<file path="config.mk">
export PLATFORM = sky130hd
export DESIGN_NAME = result_readout_flat
export DESIGN_NICKNAME = d
export VERILOG_FILES = /design/src/rtl/result_readout_if.sv /design/src/rtl/result_readout.sv /design/src/flat_wrapper.sv
export SDC_FILE = /design/constraint.sdc
export NUM_CORES = 1
export LEC_CHECK = 0
export CORE_MARGIN = 2
export CORE_UTILIZATION = 57
export DETAILED_ROUTE_END_ITERATION = 6
export GPL_TIMING_DRIVEN = 0
export PLACE_DENSITY = 0.78
export SLEW_MARGIN = 30
export SYNTH_ARGS = -nofsm -noshare
export SYNTH_HDL_FRONTEND = slang
export SYNTH_SLANG_ARGS = --single-unit
</file>
<file path="constraint.sdc">
create_clock -name CLOCK_50 -period 5.5 [get_ports CLOCK_50]
set_clock_uncertainty 0.2 [all_clocks]
set_input_delay 0.825 -clock CLOCK_50 [delete_from_list [all_inputs] [get_ports CLOCK_50]]
set_output_delay 0.825 -clock CLOCK_50 [all_outputs]
set_load 0.03 [all_outputs]
</file>
<file path="src/rtl/result_readout_if.sv">
// Result readout bus: compute results in, presented word out.
// Signals: done, g, h, key_n (to block); word_out, word_idx, valid, parity_out (from block).
interface result_readout_if #(
   parameter int WIDTH = 16
);
   logic             done;
   logic [WIDTH-1:0] g;
   logic [WIDTH-1:0] h;
   logic             key_n;
   logic [WIDTH-1:0] word_out;
   logic [1:0]       word_idx;
   logic             valid;
   logic             parity_out;

   modport master (
      output done, g, h, key_n,
      input  word_out, word_idx, valid, parity_out
   );

   modport slave (
      input  done, g, h, key_n,
      output word_out, word_idx, valid, parity_out
   );
endinterface

</file>
<file path="src/rtl/result_readout.sv">
// Snapshots g/h on done, presents g, h, g+h, popcounts; KEY[0] release steps.
// Ports: CLOCK_50, rst (async, active-low), bus (slave). Option: RESULT_PARITY_EN.
module result_readout #(
   parameter int WIDTH      = 16,
   parameter int DEB_CYCLES = 1000
) (
   input logic         CLOCK_50,
   input logic         rst,
   result_readout_if.slave bus
);

   typedef enum logic [1:0] {
      IDLE, CAPTURE, SHOW, HELD
   } state_t;

   localparam int CLG  = $clog2(DEB_CYCLES + 1);
   localparam int CW   = (CLG > 20) ? CLG : 20;
   localparam int HALF = WIDTH / 2;
   localparam logic [CW-1:0] CNT_LAST = CW'(DEB_CYCLES - 1);
   localparam logic [CW-1:0] CNT_MAX  = '1;

   state_t           state_q, state_d;
   logic [WIDTH-1:0] gs_q, gs_d;
   logic [WIDTH-1:0] hs_q, hs_d;
   logic [CW-1:0]    cnt_q, cnt_d;
   logic [1:0]       idx_q, idx_d;
   logic [WIDTH-1:0] word_q, word_d;
   logic             valid_q, valid_d;
   logic             key_act;
   logic [CW-1:0]    cnt_inc;

   function automatic logic [4:0] pop5(
      input logic [WIDTH-1:0] v
   );
      logic [4:0] n;
      n = '0;
      for (int i = 0; i < WIDTH; i++)
         n = n + 5'(v[i]);
      return n;
   endfunction

   function automatic logic [WIDTH-1:0] word_sel(
      input logic [1:0]       idx,
      input logic [WIDTH-1:0] gv,
      input logic [WIDTH-1:0] hv
   );
      logic [WIDTH-1:0] w;
      w = '0;
      case (idx)
         2'd0: w = gv;
         2'd1: w = hv;
         2'd2: w = gv + hv;
         default: begin
            w[4:0]           = pop5(hv);
            w[HALF+4:HALF]   = pop5(gv);
         end
      endcase
      return w;
   endfunction

   always_ff @(posedge CLOCK_50 or negedge rst) begin
      if (!rst) begin
         state_q <= IDLE;
         gs_q    <= '0;
         hs_q    <= '0;
         cnt_q   <= '0;
         idx_q   <= '0;
         word_q  <= '0;
         valid_q <= 1'b0;
      end else begin
         state_q <= state_d;
         gs_q    <= gs_d;
         hs_q    <= hs_d;
         cnt_q   <= cnt_d;
         idx_q   <= idx_d;
         word_q  <= word_d;
         valid_q <= valid_d;
      end
   end

   // SHOW waits for a qualified press, HELD for a qualified release.
   assign key_act = (state_q == SHOW) ? ~bus.key_n : bus.key_n;
   assign cnt_inc = (cnt_q == CNT_MAX) ? cnt_q : cnt_q + 1'b1;

   always_comb begin
      state_d = state_q;
      gs_d    = gs_q;
      hs_d    = hs_q;
      cnt_d   = cnt_q;
      idx_d   = idx_q;
      word_d  = word_q;
      valid_d = valid_q;
      // Loss of done beats any key qualification.
      if (state_q != IDLE && !bus.done) begin
         state_d = IDLE;
         cnt_d   = '0;
         idx_d   = '0;
         word_d  = '0;
         valid_d = 1'b0;
      end else begin
         case (state_q)
            IDLE: begin
               if (bus.done)
                  state_d = CAPTURE;
            end
            CAPTURE: begin
               gs_d    = bus.g;
               hs_d    = bus.h;
               word_d  = bus.g;
               idx_d   = '0;
               valid_d = 1'b1;
               cnt_d   = '0;
               state_d = SHOW;
            end
            default: begin
               if (!key_act) begin
                  cnt_d = '0;
               end else if (cnt_q >= CNT_LAST) begin
                  cnt_d = '0;
                  if (state_q == SHOW) begin
                     state_d = HELD;
                  end else begin
                     state_d = SHOW;
                     idx_d   = idx_q + 2'd1;
                     word_d  = word_sel(idx_q + 2'd1,
                                        gs_q, hs_q);
                  end
               end else begin
                  cnt_d = cnt_inc;
               end
            end
         endcase
      end
   end

   assign bus.word_out = word_q;
   assign bus.word_idx = idx_q;
   assign bus.valid    = valid_q;

`ifdef RESULT_PARITY_EN
   logic par_q;

   always_ff @(posedge CLOCK_50 or negedge rst) begin
      if (!rst)
         par_q <= 1'b0;
      else
         par_q <= valid_d ? ~^word_d : 1'b0;
   end

   assign bus.parity_out = par_q;
`else
   assign bus.parity_out = 1'b0;
`endif

endmodule
</file>
<file path="src/flat_wrapper.sv">
// flat-port wrapper written by rule: the top's interface ports become plain ports
module result_readout_flat 
#(
   parameter int WIDTH      = 16,
   parameter int DEB_CYCLES = 1000
)
  (CLOCK_50, rst, bus_done, bus_g, bus_h, bus_key_n, bus_word_out, bus_word_idx, bus_valid, bus_parity_out);
  result_readout_if #(.WIDTH(WIDTH)) bus_i ();
  input logic CLOCK_50;
  input logic rst;
  input wire logic [$bits(bus_i.done)-1:0] bus_done;
  input wire logic [$bits(bus_i.g)-1:0] bus_g;
  input wire logic [$bits(bus_i.h)-1:0] bus_h;
  input wire logic [$bits(bus_i.key_n)-1:0] bus_key_n;
  output wire logic [$bits(bus_i.word_out)-1:0] bus_word_out;
  output wire logic [$bits(bus_i.word_idx)-1:0] bus_word_idx;
  output wire logic [$bits(bus_i.valid)-1:0] bus_valid;
  output wire logic [$bits(bus_i.parity_out)-1:0] bus_parity_out;
  assign bus_i.done = bus_done;
  assign bus_i.g = bus_g;
  assign bus_i.h = bus_h;
  assign bus_i.key_n = bus_key_n;
  assign bus_word_out = bus_i.word_out;
  assign bus_word_idx = bus_i.word_idx;
  assign bus_valid = bus_i.valid;
  assign bus_parity_out = bus_i.parity_out;
  result_readout #(.WIDTH(WIDTH), .DEB_CYCLES(DEB_CYCLES)) u_core (.CLOCK_50(CLOCK_50), .rst(rst), .bus(bus_i));
endmodule
</file>
==> Word-level counts from Yosys, hierarchy flattened <==
Cells that the tools add are included.
{ "op_classes": {"addsub": 33, "n_lt_le_gt_ge": 1, "eq_ne": 9, "mux": 28, "bitwise_logic": 2, "n_reduce_logical": 14} }
{ "op_table": {"columns": ["cell", "n"], "rows": [
  ["$add A5 B1 Y5", 28],
  ["$mux W20", 4],
  ["$mux W16", 4],
  ["$pmux W20 S2", 1],
  ["$pmux W16 S2", 1],
  ["$pmux W5 S3", 2],
  ["$add A20 B1 Y20 const B", 1],
  ["$eq A20 B20 Y1 const B", 1],
  ["$ge A20 B10 Y1 const B", 1],
  ["$pmux W3 S3", 2],
  ["$add A16 B16 Y16", 1],
  ["$mux W2", 8],
  ["$pmux W2 S2", 2],
  ["$reduce_bool A4 Y1", 2],
  ["$ne A3 B2 Y1 const B", 2],
  ["$reduce_bool A3 Y1", 2],
  ["$ne A5 B5 Y1 const B", 1],
  ["$add A1 B1 Y2", 2],
  ["$eq A2 B1 Y1 const B", 2],
  ["$eq A2 B2 Y1 const B", 2],
  ["$logic_not A2 Y1", 2],
  ["$mux W1", 4],
  ["$reduce_and A2 Y1", 2],
  ["$reduce_and A4 Y1", 1],
  ["other kinds (7)", 9]
]} }
{ "word_totals": {"regBits": 73, "in_bits": 36, "output_inout_bits": 20, "word_cells": 94} }

==> Depth between registers and ports, before layout <==
{ "logic_depth": {"depth_word": 21, "ltp_mapped": 15, "depth_no_buf": 15} }

==> Worst setup path before layout <==
Ideal clock, no wire load.
{ "synth_timing": {"path_type": "reg2reg", "from": "register u_core.gs_q[1]", "to": "register u_core.word_q[12], in the netlist u_core.bus.word_out[12]", "setup_time_ns": 0.066, "arrival_ns": 4.205, "t_required_ns": 5.234, "setup_slack_ns": 1.029, "path_stages_with_launch": 14, "n_path_buf": 0, "synth_period_minus_slack_ns": 4.471, "path_cell_list": "dfrtp_1 ha_1 inv_1 fa_1 fa_1 fa_1 fa_1 fa_1 fa_1 nor2b_1 o21ai_0 a211oi_1 nor3b_1 o32a_1"} }
{ "synth_via": {"elab_chain_cells": 21, "elab_cells_between_ends": 22, "cone_classes": "add/sub: 16; mux: 6"} }
{ "synth_rtl": {"columns": ["item", "line", "source"], "rows": [
  ["start, declared", "result_readout.sv:23", "logic [WIDTH-1:0] gs_q, gs_d;"],
  ["start signal, assigned", "result_readout.sv:72", "gs_q <= gs_d;"],
  ["$add A1 B1 Y2", "result_readout.sv:38", "n = n + 5'(v[i]);"],
  ["$add A5 B1 Y5 (14 in a row)", "result_readout.sv:38", null],
  ["$pmux W5 S3 (*)", "result_readout.sv:49", "case (idx)"],
  ["$mux W16 (*)", "result_readout.sv:120", "if (state_q == SHOW) begin"],
  ["$mux W16 (*)", "result_readout.sv:118", "end else if (cnt_q >= CNT_LAST) begin"],
  ["$mux W16 (*)", "result_readout.sv:116", "if (!key_act) begin"],
  ["$pmux W16 S2 (*)", "result_readout.sv:101", "case (state_q)"],
  ["$mux W16 (*)", "result_readout.sv:94", "if (state_q != IDLE && !bus.done) begin"],
  ["end signal, assigned", "result_readout.sv:76", "word_q <= word_d;"],
  ["end, declared", "result_readout.sv:27", "logic [WIDTH-1:0] word_q, word_d;"]
]} }
Every way passes the cells marked *; elsewhere a longest branch is shown, timed or not. The select of a mux whose other input is x is not followed.
A chain may end at the register's enable or synchronous reset.

==> Worst setup path after layout <==
Ends and elaborated chain as after synthesis.

==> results.yml <==
run_status:
  status: "finished, final reports clean"
die:
  initial_core_util_pct: 59.2
  core_um2: 8300
  dieWidth_um: 96.9
  die_h_um: 96.9
  io_pins: 56
  die-area_um2: 9390
  core.rowCount: 33
yosys:
  synth_most_common_cell: "dfrtp_1"
  yosysWarnings: 0
  avgSynthCellArea_um2: 9.07
  ys.flop_type: "dfrtp_1"
  synth_common_cells: "dfrtp_1, nand2_1, o21ai_0"
  synth_edf_count: 0
  seq_area_frac_synth_pct: 37.2
  synth.net_count: 629
  synth_area_leaders: "dfrtp_1, fa_1, ha_1"
  yosysTopAreaCell: "dfrtp_1"
  ys_ff_latch: 73
  syn_inst: 542
  synth_top_area_share_pct: 37.2
  ys_types: 57
  synthArstFlopShare_pct: 100
  syn-cell-area_um2: 4920
setup_path:
  crit_arrival_ns: 5.03
  critPathLaunchType: "flop"
  crit_type: "reg -> reg"
  ff2ff_setup_slack_ns: 0.57
  end_kind: "flop"
  cpPeakStageDelay_ns: 0.55
  crit_path_max_fanout: 5
  path_cells: "ha_1, inv_1, fa_1, fa_1, fa_1, fa_1, fa_1, fa_1, nor2b_1, o21ai_0, a211oi_1, nor3b_1, o32a_1"
  slowest_stage: "fa_1"
  crit_top_cell: "fa_1"
  critical_path_required_ns: 5.60
clock_tree:
  cts_buffers: 9
  htree_levels: 3
  cts_sinks: 73
  cts_tree: "done"
  ctsResizeCount: 0
  clk_pin_slew_ns: 0.08
  holdBufCountCts: 0
  postCtsSetupBuffers: 0
  clk_path_buf_depth: 2
  cts-root-buf: "clkbuf_8"
  clk_latency_ns: 0.36
sta:
  finalCriticalPeriod_ns: 4.93
  fmax_mhz: 203
  slew_headroom_pct: 52.7
  slew_violations: 0
  timing.final.crit_share_pct: 89.7
  worst_slew_pin_slew_ns: 0.710
  setup_viol: 0
  tns_ns: 0
  rsz0062_at_grt: "false"
  finalHoldViolations: 0
power:
  ir_drop_uv: 569
  power_mw: 3.94
  p_comb_share_pct: 69.0
  p_switching_mw: 1.85
  p_leak_nw: 2.65
  intPower_mw: 2.09
  power_density_nw_per_um2: 681
  sw_frac_of_total_pct: 46.9
  p_seq_share_pct: 20.8
  clock_power_share_pct: 10.2
routing:
  route.detailed.drc: 0
  wl_per_cell_um: 18.5
  drt_pass1_iterations: 5
  num_vias: 4389
  via_per_inst: 6.12
  detail-route-antenna-nets: 0
  routed_wl_um: 13200
  drtIter0Drc: 378
global_routing:
  grt_usage_pct: 29.5
  grt_max_degree: 39
  antenna_found_initial: 0
  grt_pass1_wl_um: 21800
  overflow: 0
  grt_pass1_vias: 4303
final_layout:
  fillers: 655
  n_antenna_cell: 0
  nets: 694
  final_layout_size_suffix_gt1_share_pct: 5.07
  area_growth_syn_to_layout_pct: 17.5
  post-route-util_pct: 69.6
place:
  io_buffers: 53
  dp_hpwl_um: 10100
  gp_congestion: 1.03
hold_path:
  hold_path.class: "in -> async"
job:
  drv_cap: 0
-- path summary, 6_finish.rpt --
kind	startpoint	cells after the start	endpoint
worst max-delay path	u_core.gs_q[1]	13	u_core.bus.word_out[12]
worst min-delay path	rst	1	u_core.hs_q[15]
worst max register to register	u_core.gs_q[1]	13	u_core.bus.word_out[12]
worst min register to register	u_core.cnt_q[8]	1	u_core.cnt_q[8]
max in group asynchronous	rst	2	u_core.gs_q[4]
min in group CLOCK_50	u_core.cnt_q[8]	1	u_core.cnt_q[8]
-- flip-flops by register name (all words and copies together) (netlist names) --
register,cells
u_core.bus.valid,1
u_core.bus.word_idx,2
u_core.bus.word_out,16
u_core.cnt_q,20
u_core.gs_q,16
u_core.hs_q,16
u_core.state_q,2
-- cell type report --
| type | count | area (µm²) | area share [%] |
|---|---|---|---|
| plain buffers | 29 | 134 | 2.32 |
| inverters | 47 | 176 | 3.05 |
| multi-input cells | 393 | 2780 | 48.1 |
| flip-flops and latches | 73 | 1830 | 31.6 |
| clock buffers | 12 | 155 | 2.69 |
| repair buffers | 54 | 548 | 9.48 |
| well taps | 105 | 131 | 2.27 |
| clock inverters | 4 | 26.3 | 0.455 |
-- worst max-delay path: cells and delay by family (launching register included) --
kind	cells	cell delay, ns
AOI/OAI and AO/OA	3	0.65
adders and majority gates	7	3.16
and+or+nand+nor	2	0.37
buffers and inverters	1	0.05
DFF	1	0.45
-- metrics by stage --
step / worst slack [ns] / instance area, µm² / hold WS (ns) / cells
after floorplan: 1.03 / 4920 / 0.263 / 542
after global placement: 0.765 / 5580 / 0.266 / 700
after detailed placement: 0.667 / 5600 / 0.284 / 701
after CTS: 0.630 / 5780 / 0.235 / 717
after global routing: 0.434 / 5780 / 0.257 / 717
final: 0.568 / 5780 / 0.217 / 717
-- logic make-up (layout without fill, tap and decap cells) --
group | after synthesis | in the layout | synth area share (%)
buffers and inverters | 76 | 146 | 6.31
muxes | 5 | 5 | 1.04
AOI/OAI and AO/OA | 155 | 155 | 20.8
xor gates and xnor gates | 20 | 20 | 3.56
DFF | 73 | 73 | 37.2
and+or+nand+nor | 161 | 161 | 14.9
adders and majority gates | 51 | 51 | 16.2
other | 1 | 1 | 0.0763
-- power by group through the flow --
stage,Sequential (mW),Combinational (mW),Clock [mW]
2_1_floorplan,0.897,1.88,0
3_3_place_gp,0.820,2.57,0
5_1_grt,0.835,3.10,0.428
6_report,0.818,2.72,0.402
3_5_place_dp,0.825,2.68,0
4_1_cts,0.815,2.71,0.408
-- placed cells by master (no fill, tap or decap), types with 3 or more instances in the layout --
| master | n |
|---|---|
| a211oi_1 | 5 |
| a31oi_1 | 18 |
| xor2_1 | 11 |
| a21o_1 | 11 |
| nor2b_1 | 5 |
| o311ai_0 | 3 |
| a222oi_1 | 3 |
| and2_1 | 7 |
| ha_1 | 30 |
| nor3b_1 | 3 |
| clkbuf_8 | 11 |
| clkdlybuf4s50_1 | 52 |
| nand3_1 | 6 |
| nor2_1 | 41 |
| nand4_1 | 3 |
| a221oi_1 | 7 |
| a21oi_1 | 22 |
| o31ai_1 | 3 |
| a22o_1 | 5 |
| clkbuf_1 | 20 |
| mux2i_1 | 4 |
| and3_1 | 12 |
| nor3_1 | 4 |
| nand2_1 | 70 |
| o21ai_0 | 51 |
| inv_1 | 47 |
| nand2b_1 | 3 |
| dfrtp_1 | 73 |
| buf_2 | 4 |
| a221o_1 | 5 |
| fa_1 | 21 |
| o211ai_1 | 4 |
| xnor2_1 | 9 |
-- metal layers --
metal | wire length (µm) | global-route usage [%]
met4 | 347 | 10.5
met3 | 1080 | 5.42
met1 | 5810 | 42.0
met2 | 5990 | 45.5
met5 | 0 | 0
No activity file was read; power rests on OpenSTA's default activity.
